--- config.mk ---
export PLATFORM = sky130hd
export DESIGN_NAME = gamma_lut_update_ctrl
export DESIGN_NICKNAME = d
export VERILOG_FILES = /design/src/rtl/gamma_lut_update_ctrl.sv
export SDC_FILE = /design/constraint.sdc
export NUM_CORES = 1
export LEC_CHECK = 0
export CORE_MARGIN = 2
export CORE_UTILIZATION = 40
export CTS_CLUSTER_DIAMETER = 120
export CTS_CLUSTER_SIZE = 14
export DETAILED_ROUTE_END_ITERATION = 16
export GPL_TIMING_DRIVEN = 0
export MAX_ROUTING_LAYER = met4
export SETUP_SLACK_MARGIN = 0.1
export SKIP_CTS_REPAIR_TIMING = 1
export SLEW_MARGIN = 25
export SYNTH_ARGS = -nofsm -noshare
export SYNTH_HDL_FRONTEND = slang
export SYNTH_SLANG_ARGS = --single-unit
--- constraint.sdc ---
create_clock -name pixclk -period 2.5 [get_ports pixclk]
set_input_delay 0.625 -clock pixclk [delete_from_list [all_inputs] [get_ports pixclk]]
set_output_delay 0.625 -clock pixclk [all_outputs]
set_load 0.05 [all_outputs]
--- src/rtl/gamma_lut_update_ctrl.sv ---
// Gamma LUT update sequencer.
// A host queues (address, value) pairs in a small FIFO and then commits the batch. The batch
// is written into the LUT RAM only during write windows (vertical blanking with no valid
// pixel), one entry per cycle. Outside a drain the RAM address port carries the pixel lookup.
//
// Ports:
//   pixclk, resetb        - clock, asynchronous active-low reset
//   upd_valid/ready/addr/data - host update entry handshake
//   commit                - single-cycle request to apply the queued batch
//   blank, dvi, y         - video timing and pixel lookup index
//   ram_addr/we/datao     - registered LUT RAM port
//   busy, level           - controller state (non-idle) and FIFO occupancy
//   commit_done           - one-cycle pulse with the final write of a batch
module gamma_lut_update_ctrl #(
  parameter int unsigned PIXEL_WIDTH = 8,
  parameter int unsigned ADDR_WIDTH  = 10,
  parameter int unsigned FIFO_DEPTH  = 16,
  parameter int unsigned FIFO_AW     = 4
) (
  input  logic                   pixclk,
  input  logic                   resetb,
  input  logic                   upd_valid,
  output logic                   upd_ready,
  input  logic [ADDR_WIDTH-1:0]  upd_addr,
  input  logic [PIXEL_WIDTH-1:0] upd_data,
  input  logic                   commit,
  input  logic                   blank,
  input  logic                   dvi,
  input  logic [PIXEL_WIDTH-1:0] y,
  output logic [ADDR_WIDTH-1:0]  ram_addr,
  output logic                   ram_we,
  output logic [PIXEL_WIDTH-1:0] ram_datao,
  output logic                   busy,
  output logic [FIFO_AW:0]       level,
  output logic                   commit_done
);

  typedef enum logic [1:0] {StIdle, StArmed, StDrain} state_e;

  localparam logic [FIFO_AW:0]   FullLevel = (FIFO_AW + 1)'(FIFO_DEPTH);
  localparam logic [FIFO_AW:0]   OneLevel  = (FIFO_AW + 1)'(1);
  localparam logic [FIFO_AW-1:0] PtrOne    = FIFO_AW'(1);

  state_e                 state_q, state_d;
  logic [FIFO_AW-1:0]     wr_ptr_q, wr_ptr_d;
  logic [FIFO_AW-1:0]     rd_ptr_q, rd_ptr_d;
  logic [FIFO_AW:0]       count_q, count_d;
  logic [ADDR_WIDTH-1:0]  ram_addr_q, ram_addr_d;
  logic                   ram_we_q, ram_we_d;
  logic [PIXEL_WIDTH-1:0] ram_datao_q, ram_datao_d;
  logic                   commit_done_q, commit_done_d;

  logic [ADDR_WIDTH-1:0]  fifo_addr_q [FIFO_DEPTH];
  logic [PIXEL_WIDTH-1:0] fifo_data_q [FIFO_DEPTH];

  logic             win;
  logic             push;
  logic             pop;
  logic             last_pop;
  logic [FIFO_AW:0] post_push_level;

  assign win       = blank & ~dvi;
  assign upd_ready = (state_q == StIdle) && (count_q < FullLevel);
  assign push      = upd_valid & upd_ready;
  // ARMED and DRAIN always hold at least one entry, so any window there pops.
  assign pop       = (state_q != StIdle) && win;
  assign last_pop  = pop && (count_q == OneLevel);
  assign post_push_level = push ? (count_q + OneLevel) : count_q;

  always_comb begin
    state_d       = state_q;
    commit_done_d = 1'b0;
    case (state_q)
      StIdle: begin
        if (commit) begin
          if (post_push_level != '0) begin
            state_d = StArmed;
          end else begin
            commit_done_d = 1'b1;
          end
        end
      end
      StArmed, StDrain: begin
        if (pop) begin
          state_d = last_pop ? StIdle : StDrain;
          // Registered alongside ram_we so the pulse coincides with the final write.
          commit_done_d = last_pop;
        end
      end
      default: state_d = StIdle;
    endcase
  end

  always_comb begin
    wr_ptr_d = wr_ptr_q;
    rd_ptr_d = rd_ptr_q;
    count_d  = count_q;
    if (push) begin
      wr_ptr_d = wr_ptr_q + PtrOne;
      count_d  = count_q + OneLevel;
    end else if (pop) begin
      rd_ptr_d = rd_ptr_q + PtrOne;
      count_d  = count_q - OneLevel;
    end
  end

  // Writes only follow a window cycle, so they never overlap a dvi-qualified lookup.
  always_comb begin
    ram_addr_d  = ADDR_WIDTH'(y);
    ram_we_d    = 1'b0;
    ram_datao_d = ram_datao_q;
    if (pop) begin
      ram_addr_d  = fifo_addr_q[rd_ptr_q];
      ram_we_d    = 1'b1;
      ram_datao_d = fifo_data_q[rd_ptr_q];
    end
  end

  always_ff @(posedge pixclk or negedge resetb) begin
    if (!resetb) begin
      state_q       <= StIdle;
      wr_ptr_q      <= '0;
      rd_ptr_q      <= '0;
      count_q       <= '0;
      ram_addr_q    <= '0;
      ram_we_q      <= 1'b0;
      ram_datao_q   <= '0;
      commit_done_q <= 1'b0;
    end else begin
      state_q       <= state_d;
      wr_ptr_q      <= wr_ptr_d;
      rd_ptr_q      <= rd_ptr_d;
      count_q       <= count_d;
      ram_addr_q    <= ram_addr_d;
      ram_we_q      <= ram_we_d;
      ram_datao_q   <= ram_datao_d;
      commit_done_q <= commit_done_d;
    end
  end

  // Storage needs no reset: contents are only read below the occupancy count.
  always_ff @(posedge pixclk) begin
    if (push) begin
      fifo_addr_q[wr_ptr_q] <= upd_addr;
      fifo_data_q[wr_ptr_q] <= upd_data;
    end
  end

  assign ram_addr    = ram_addr_q;
  assign ram_we      = ram_we_q;
  assign ram_datao   = ram_datao_q;
  assign busy        = (state_q != StIdle);
  assign level       = count_q;
  assign commit_done = commit_done_q;

endmodule

==> impl_metrics.py <==
metrics = {
    "layout": {
        "final_common_cell": "edfxtp_1",
        "design_area_sq_um": 14900,
        "nets": 789,
        "area_growth_pct": 17.9,
        "fillers": 2591,
        "num_antenna_cells": 0,
        "final_cell_mix": "288 x edfxtp_1, 57 x mux4_2, 50 x clkdlybuf4s50_1",
        "stdcell_count": 1167,
        "drive_gt1_share_pct": 22.4,
    },
    "clocking": {
        "cts_buffers": 27,
        "cts_tree": "yes",
        "clkTransAtPathRegs_ns": 0.07,
        "clockBufferDepth": 3,
        "cts_num_sinks": 323,
        "cts-root-buf": "clkbuf_16",
        "htree_levels": 1,
        "clk-insertion-delay-late_ns": 0.53,
    },
    "placed_design": {
        "gp_congestion": 0.831,
        "post_dp_cell_area_sq_um": 13800,
        "placed_cells": 1099,
        "dp_hpwl_um": 17400,
        "portBuffers": 58,
    },
    "run": {
        "drv_cap": 0,
    },
    "sta": {
        "setup_viol": 0,
        "relSlewSlack_pct": 45.7,
        "skew_ns": 0.0133,
        "post-route-min-period_ns": 2.36,
        "slew_violations": 0,
        "rsz0062_at_grt": "yes",
        "worst_slew_pin_slew_ns": 0.815,
        "whs_ns": -0.00459,
        "clock.fmax_ghz": 0.423,
        "finalHoldViolCount": 1,
        "finalCritPeriodShare_pct": 94.6,
    },
    "power_and_ir_drop": {
        "internal_power_uw": 10400,
        "p_sw_uw": 4910,
        "clockPowerShare_pct": 25.1,
        "switching_share_pct": 32.0,
        "max-vdd-ir-drop_mv": 0.461,
        "power_density_nw_per_um2": 1030,
        "power_frac_comb_pct": 32.4,
        "seqPwrFrac_pct": 42.5,
        "leakagePower_uw": 0.00498,
        "power_uw": 15400,
    },
    "routing": {
        "dr.pass1.iters": 4,
        "met1_length_um": 12500,
        "vias": 6442,
        "dr.max_layer_used": "met4",
        "routed_wl_um": 29400,
        "met2_length_um": 15000,
        "met3WireLength_um": 1360,
        "wl_per_cell_um": 25.2,
        "ant_nets": 0,
        "drt_iter0_drc": 520,
        "via_per_inst": 5.52,
        "drc": 0,
    },
    "global_routing": {
        "antenna_found_initial": 0,
        "track_usage_pct": 18.3,
        "grt_pass1_vias": 6646,
        "grt_max_degree": 26,
        "grt-ovfl-total": 0,
        "grt_pass1_wl_um": 42800,
    },
    "critical_path": {
        "cp_num_buf_inv": 1,
        "worst_setup_path_start_kind": "flip-flop",
        "crit_family": "buffers and inverters",
        "worstPathArrival_ns": 1.74,
        "path_max_fanout": 2,
        "slowest_stage": "clkdlybuf4s50_1",
        "slowest_delay_ns": 0.82,
        "worstPathCellList": "clkdlybuf4s50_1",
        "path_class": "reg2out",
        "end_kind": "output port",
        "worstPathRequired_ns": 1.88,
    },
    "yosys": {
        "synth_top_area_share_pct": 68.3,
        "yosys_warnings": 0,
        "syn_inst": 638,
        "synth_edf_count": 288,
        "synth-seq-cells": 323,
        "async_flop_share_pct": 10.8,
        "synth_area_sq_um": 12700,
        "synth_top_area_cell": "edfxtp_1",
        "syn_nets": 683,
        "ys_types": 45,
        "yosys-top-cells-area": "edfxtp_1 68%, mux4_2 10%, dfrtp_1 6.9%",
        "yosysSeqAreaShare_pct": 75.2,
        "synth_flop_cell": "edfxtp_1",
        "syn_avg_cell_area_sq_um": 19.9,
    },
    "run_status": {
        "violations": "hold timing",
        "status": "complete, but fails checks",
    },
    "die": {
        "ios": 59,
        "design.die.area_sq_um": 33100,
        "start_util_pct": 40.3,
        "fp.dieW_um": 182,
        "die_y_um": 182,
        "core_area_sq_um": 31400,
        "rows": 65,
    },
    "min_path": {
        "holdCritPathClass": "in2async",
    },
}
## area by class of cell
type	count	area (sq um)	share of cell area, %
sequential	323	9520	63.8
multi-input combinational	270	3000	20.1
timing repair buffer	78	906	6.07
clock buffer	48	754	5.05
tap	402	503	3.37
buffer	34	184	1.23
inverter	10	37.5	0.251
clock inverter	2	25.0	0.168
## kinds of logic after synthesis
family,count (synthesis),share of synthesized area [%]
fa+ha+maj,13,1.28
mux,106,14.2
xor+xnor,9,0.622
simple gates,57,2.60
compound gates,85,4.50
flops,323,75.2
buf+inv,45,1.63
## metal layers
metal,vias up,global-route usage (%)
met5,-,-
met4,0,3.81
met3,43,2.23
met2,195,31.5
met1,3402,23.5
li1,2802,-
## through the flow
stage                     hold WS (ns)  utilization (%)  setup slack (ns)  TNS [ns]
after floorplan                  0.329                -             0.267         0
after global placement           0.518             43.8            -0.820   -220.39
after detailed placement         0.522             43.9            -0.857   -102.53
after CTS                     -0.00149             46.4            -0.566    -12.12
after global routing         0.0000865             47.6           0.00909         0
final                         -0.00459             47.6             0.136         0
## flip-flops by register name, summed over array words and instances (netlist names)
register	count
fifo_data_q	128
level	5
fifo_addr_q	160
state_q	2
ram_we	1
wr_ptr_q	4
commit_done	1
ram_datao	8
rd_ptr_q	4
ram_addr	10
## final timing paths
check                                          from  depth (start not counted)                  endpoint  slack (ns)
min                                          resetb                          1  ram_datao[6]$_DFFE_PN0N_      -0.005
min reg2reg                ram_datao[6]$_DFFE_PN0N_                          2  ram_datao[6]$_DFFE_PN0N_        0.52
min in group pixclk        ram_datao[6]$_DFFE_PN0N_                          2  ram_datao[6]$_DFFE_PN0N_        0.52
max in group asynchronous                    resetb                          2     ram_addr[0]$_DFF_PN0_        2.01
max                        ram_datao[5]$_DFFE_PN0N_                          1              ram_datao[5]        0.14
max reg2reg                  state_q[0]$_DFFE_PN0P_                          8    state_q[0]$_DFFE_PN0P_        0.19
## power by group through the flow
stage	Clock [uW]	Sequential, uW	Combinational (uW)
final	3850	6530	4980
after global routing	4130	6570	5310
after CTS	3910	6530	4910
after detailed placement	0	6640	4900
after global placement	0	6620	4800
after floorplan	0	7090	2840
## synth_stat cells (3+ instances only)
master / instances
mux4_2: 57
mux2i_1: 33
dfrtp_1: 35
edfxtp_1: 288
and2_1: 19
inv_1: 10
a22oi_1: 17
nand3_1: 4
a211oi_1: 5
xnor2_1: 8
mux2_2: 16
ha_1: 13
nand2_1: 10
o21ai_0: 34
buf_2: 18
clkbuf_1: 11
a22o_1: 16
nor2_1: 5
buf_1: 3
nor2b_1: 4
Note: power is estimated with default switching activity, not from simulation.
